<file path="src/rtl/debounce.sv">
// rtl/debounce.sv - N-channel push-button debouncer: 2-flop sync, stability window, press pulse.
// key is active-low; key_pulse fires once per accepted high-to-low change of the stable level.
module debounce #(
   parameter int N       = 1,
   parameter int CNT_MAX = 240000
) (
   input  logic         clk,
   input  logic         rst,
   input  logic [N-1:0] key,
   output logic [N-1:0] key_pulse
);

   localparam int CW = (CNT_MAX > 1) ? $clog2(CNT_MAX) : 1;
   localparam logic [CW-1:0] CNT_LAST = CW'(CNT_MAX - 1);

   logic [N-1:0]  sync1;
   logic [N-1:0]  sync2;
   logic [N-1:0]  key_stable;
   logic [CW-1:0] cnt [N];

   always_ff @(posedge clk or negedge rst) begin
      if (!rst) begin
         sync1      <= '1;
         sync2      <= '1;
         key_stable <= '1;
         key_pulse  <= '0;
         for (int i = 0; i < N; i++) begin
            cnt[i] <= '0;
         end
      end else begin
         sync1 <= key;
         sync2 <= sync1;
         for (int i = 0; i < N; i++) begin
            key_pulse[i] <= 1'b0;
            if (sync2[i] == key_stable[i]) begin
               cnt[i] <= '0;
            end else if (cnt[i] == CNT_LAST) begin
               // An accepted change from 1 means the new level is 0: a press.
               key_stable[i] <= sync2[i];
               key_pulse[i]  <= key_stable[i];
               cnt[i]        <= '0;
            end else begin
               cnt[i] <= cnt[i] + CW'(1);
            end
         end
      end
   end

endmodule

</file>
<file path="config.mk">
export PLATFORM = sky130hd
export DESIGN_NAME = debounce
export DESIGN_NICKNAME = d
export VERILOG_FILES = /design/src/rtl/debounce.sv
export SDC_FILE = /design/constraint.sdc
export NUM_CORES = 1
export LEC_CHECK = 0
export BUFFER_PORTS_ARGS = -buffer_cell sky130_fd_sc_hd__buf_2
export CAP_MARGIN = 40
export CORE_MARGIN = 10
export CORE_UTILIZATION = 50
export DETAILED_ROUTE_END_ITERATION = 7
export PLACE_DENSITY_LB_ADDON = 0.25
export SLEW_MARGIN = 20
export SYNTH_ARGS = -nofsm -noshare
export SYNTH_HDL_FRONTEND = slang
export SYNTH_SLANG_ARGS = --single-unit
</file>
<file path="constraint.sdc">
create_clock -name clk -period 4.3 [get_ports clk]
set_input_delay 0.43 -clock clk [delete_from_list [all_inputs] [get_ports clk]]
set_output_delay 0.43 -clock clk [all_outputs]
set_load 0.01 [all_outputs]
</file>
* Yosys cells after proc, flatten, opt, wreduce, memory -nomap -nowiden
Index checks and enable logic that the tools add are counted.
** Cells by class
- Add/subtract/negate cells :: 1
- Multiply operators :: 0
- Div/mod/pow operators :: 0
- $lt $le $gt $ge :: 0
- Equality and inequality tests :: 2
- Shift operators :: 0
- Muxes and demuxes :: 4
- Bitwise logic cells :: 1
- Reduce and logical (&&, ||, !) cells :: 1
** Operators by type and width (number)
- 18-bit 2-to-1 mux :: 2
- 18-bit by 1-bit adder with 18-bit output, second input constant :: 1
- 18-bit == test, second input constant :: 1
- 1-bit 2-to-1 mux :: 2
- 2-bit AND reduction :: 1
- 1-bit == test :: 1
- 1-bit NOT :: 1
** Storage, ports and cells
- Register bits :: 22
- Bits in latches :: 0
- Memory bits (writable) :: 0
- ROM bits :: 0
- Input bits :: 3
- Output and inout bits :: 1
- Logic and storage cells :: 14
- Memories kept :: 0

* Logic depth before layout (Yosys ltp)
- Depth after elaboration :: 3
- Gate-level depth with buffers :: 6
- Mapped depth without buffers :: 5

* Least setup slack after synthesis
OpenSTA, ideal clock, no wires.
- Kind :: reg-to-reg
- Start :: reg cnt[0] (netlist bit)
- End :: reg cnt[16] (netlist bit)
- Library setup time :: 0.077 ns
- Data arrival time :: 1.542 ns
- Required time :: 4.223 ns
- Slack :: 2.680 ns
- Cell stages (with the launch flop) :: 6
- Path buffers :: 0
- Clock period less this slack :: 1.620 ns
- Cell sequence :: dfrtp_1 > ha_1 > nand3_1 > or2_1 > or4_1 > a21oi_1
** Between the ends
- Word-level cells in the longest chain between the ends :: 3
- Elaborated cells between the ends (all ways) :: 4
- Those cells by class :: 1 x add/sub; 1 x eq/ne; 2 x mux
** Ends and longest elaborated chain
- from (decl) :: RTL line 19 : logic [CW-1:0] cnt [N];
- from (signal, indexed assignment) :: RTL line 43 : cnt[i] <= cnt[i] + CW'(1);
- 18-bit by 1-bit adder with 18-bit output or 18-bit == test (tied branches) :: RTL line 43, 37
- 18-bit 2-to-1 mux (*) :: RTL line 37 : end else if (cnt[i] == CNT_LAST) begin
- 18-bit 2-to-1 mux (*) :: RTL line 35 : if (sync2[i] == key_stable[i]) begin
Mark *: on every way between the ends. The rest lies on a longest branch, timed or not.
A chain may end at the register's enable or synchronous reset.

* Final worst setup path
Same ends and word-level chain as after synthesis.

==> metrics.md <==
| Metric | Value |
|---|---|
| First-pass GRT wire length | ~3300 um |
| Die footprint | 4330 sq um |
| Largest net degree at the start of global routing | 23 |
| IO Port Bufs | 3 |
| Flops & latches, synth | 22 |
| Clock root buffer | clkbuf_4 |
| Final Power | ~0.34 mW |
| Avg Cell Area, Syn | roughly 11 sq um |
| Total GRT Usage | about a tenth |
| Register area share after synthesis | between 50 and 60% |
| Hold Violations, Final | 0 |
| GP Congestion | 0.809 |
| Final setup fails | 0 |
| R2R depth | 5 |
| Initial Utilization | between 50% and 60% |
| Die H | approximately 66 um |
| Vias per cell | approximately 5.6 |
| Critical path cell sequence | ha_1 > nand3_1 > or2_1 > or4_1 > a21oi_1 |
| I/O pin total | 4 |
| Row count | 16 |
| # Post-CTS Setup Buffers | 0 |
| Initial antenna violation count | 0 |
| Flop-to-flop setup slack | between 2000 and 3000 ps |
| Antenna-violating nets left | 0 |
| Area leader, netlist | dfrtp_1 |
| CTS Hold Bufs | 0 |
| Critical path data arrival time | about 2000 ps |
| Cells after synthesis | approximately 100 |
| Worst min path class | input pin to asynchronous set/reset pin |
| Ys async rst share | between 90% and 100% |
| Worst Path Class, Setup | flop to flop |
| Sw power | a little over 0.07 mW |
| Critical Path Fanout Max | 5 |
| Yosys top cell area share | ~45% |
| Register area | about 550 sq um |
| CTS tree | built |
| Number of flops mapped to enable cells by yosys | 0 |
| Overflow after GRT | 0 |
| Sw Share | 21.5% |
| Post-CTS Resized | 0 |
| Gate power share | between 3 and 4% |
| Fill count | 174 |
| Die W | about 66 um |
| Slowest cell on the critical path | or4_1 |
| Synth top area cells | dfrtp_1 (45%), dfstp_2 (7.5%), xnor2_1 (5.8%) |
| Vias in the first global route | roughly 740 |
| Fin crit period | about 1800 ps |
| Critical path endpoint category | flop |
| Starting DRT DRC Count | 8 |
| Max Buffers Root-to-Sink | 2 |
| Final hold slack | between 60 and 70 ps |
| Skew-Pair Late Insertion Delay | between 300 and 400 ps |
| Vias | about 730 |
| Period utilization | between 40% and 50% |
| CP Data Required Time | around 4500 ps |
| Area of the mapped netlist | roughly 1000 sq um |
| Num CTS Buffers | 3 |
| Max rail drop VDD | 0.186 mV |
| H-tree Lvls | 1 |
| Max-cap violations | 0 |
| Slew HR | approximately two thirds |
| Post-synth net total | 103 |
| Share of cells above drive strength 1 | between 10 and 15% |
| Drt total wl | 1820 um |
| Worst Max-Slew Pin Slew | slightly below 500 ps |
| Power Density | slightly above 300 nW/um^2 |
| Number of diodes | 0 |
| Reg2reg start | cnt[0] |
| Final Max Slew Viols | 0 |
| Area occupied by multi-input gates | 478 sq um |
| Ys Warns | 0 |
| Clock sinks | 22 |
| Most frequent cell after synthesis | dfrtp_1 |
| Final #Nets | around 110 |
| Core area | roughly 2000 sq um |
| Residual DRC | 0 |
| Setup TNS | 0 ps |
| Seq pwr share | about 63% |
| Reg clk slew, reported paths | approximately 120 ps |
| Leak pwr | ~0.46 nW |
| Max Clk Rate | 556 MHz |
| Clock power share | about 33% |
| P_int | about 0.27 mW |
| CP max stage delay | between 400 and 500 ps |
| Outcome | finished, final reports clean |
| Fin Clk Skew | 2.11 ps |
| Yosys cell types | 32 |
| Pre-antenna DRT Iters | 4 |
| CP startpoint kind | flop |
| Most frequent cells after synthesis | dfrtp_1 (19), nor2_1 (14), xnor2_1 (7), xor2_1 (7) |
| Layout area overhead | 6.79% |
| Prevailing post-synth register cell | dfrtp_1 |
| Routed length per instance | between 10 and 15 um |
| RSZ-0062 raised after global routing | false |
| FF-to-FF End | cnt[16] |
| Detail Placement HPWL | roughly 1300 um |
## routing by layer
metal,vias up,track usage [%],wire length [um]
met2,13,15.6,856
li1,358,-,-
met5,-,0,0
met1,354,11.0,851
met4,0,5.61,34
met3,4,3.05,81
## logic make-up (layout without fill, tap and decap cells)
group,after synthesis,count (layout),synth area share [%]
simple gates,48,48,26.1
buf+inv,4,8,1.67
fa+ha+maj,1,1,1.19
xor+xnor,14,14,11.7
mux,1,1,1.07
flops,22,22,52.8
compound gates,9,9,5.48
## layout make-up
cell class              instances  share of cell area [%]
flip-flops and latches         22                    49.4
multi-input cells              73                    42.6
clock buffers                   4                    3.24
well taps                      27                    3.01
repair buffers                  3                    1.34
inverters                       1                   0.335
## through the flow
step,setup WS [ps],util [%],instances,cell area (sq um)
2_1_floorplan,2680,-,99,1050
4_1_cts,2510,56.6,130,1120
3_5_place_dp,2540,54.7,126,1080
3_3_place_gp,2540,54.7,126,1080
5_1_grt,2360,56.6,130,1120
6_report,2500,56.6,130,1120
## flip-flops by register name (all words and copies together), names as in the netlist
name        flops
cnt            18
key_pulse       1
key_stable      1
sync2           1
sync1           1
## worst max path at each step
stage	start	endpoint	cells past startpoint
finish	cnt[0]	cnt[16]	5
global route	cnt[0]	cnt[16]	5
CTS	cnt[0]	cnt[16]	5
detailed placement	cnt[0]	cnt[16]	5
global placement	cnt[0]	cnt[16]	5
floorplan	cnt[0]	cnt[16]	5
## placed cells by master, fill, tap and decap left out, drive strengths merged
| cell type | instances |
|---|---|
| nor4bb | 1 |
| nor2 | 14 |
| xnor2 | 7 |
| inv | 1 |
| o21ai | 2 |
| or4 | 2 |
| or3 | 3 |
| nand4 | 5 |
| nand2 | 6 |
| nor3b | 1 |
| and4 | 1 |
| nand3 | 6 |
| ha | 1 |
| clkbuf | 4 |
| mux2 | 1 |
| nor3 | 2 |
| a21oi | 4 |
| dfrtp | 19 |
| and3 | 2 |
| nand4bb | 1 |
| buf | 3 |
| or2 | 2 |
| xor2 | 7 |
| a31o | 1 |
| nor4 | 1 |
| o31ai | 2 |
| dfstp | 3 |
| nor4b | 1 |
## power groups by stage
stage,sequential (mW),combinational [mW],clock [mW]
2_1_floorplan,0.217,0.00649,0
3_3_place_gp,0.218,0.0123,0
3_5_place_dp,0.218,0.0127,0
4_1_cts,0.214,0.0127,0.116
5_1_grt,0.215,0.0141,0.122
6_report,0.214,0.0123,0.113
## critical path, delay by kind of cell (launching register included)
| kind | cells | cell delay, ps |
|---|---|---|
| and+or+nand+nor | 3 | 940 |
| DFF | 1 | 400 |
| adders and majority gates | 1 | 240 |
| AOI/OAI and AO/OA | 1 | 150 |
No activity file was read; power rests on OpenSTA's default activity.
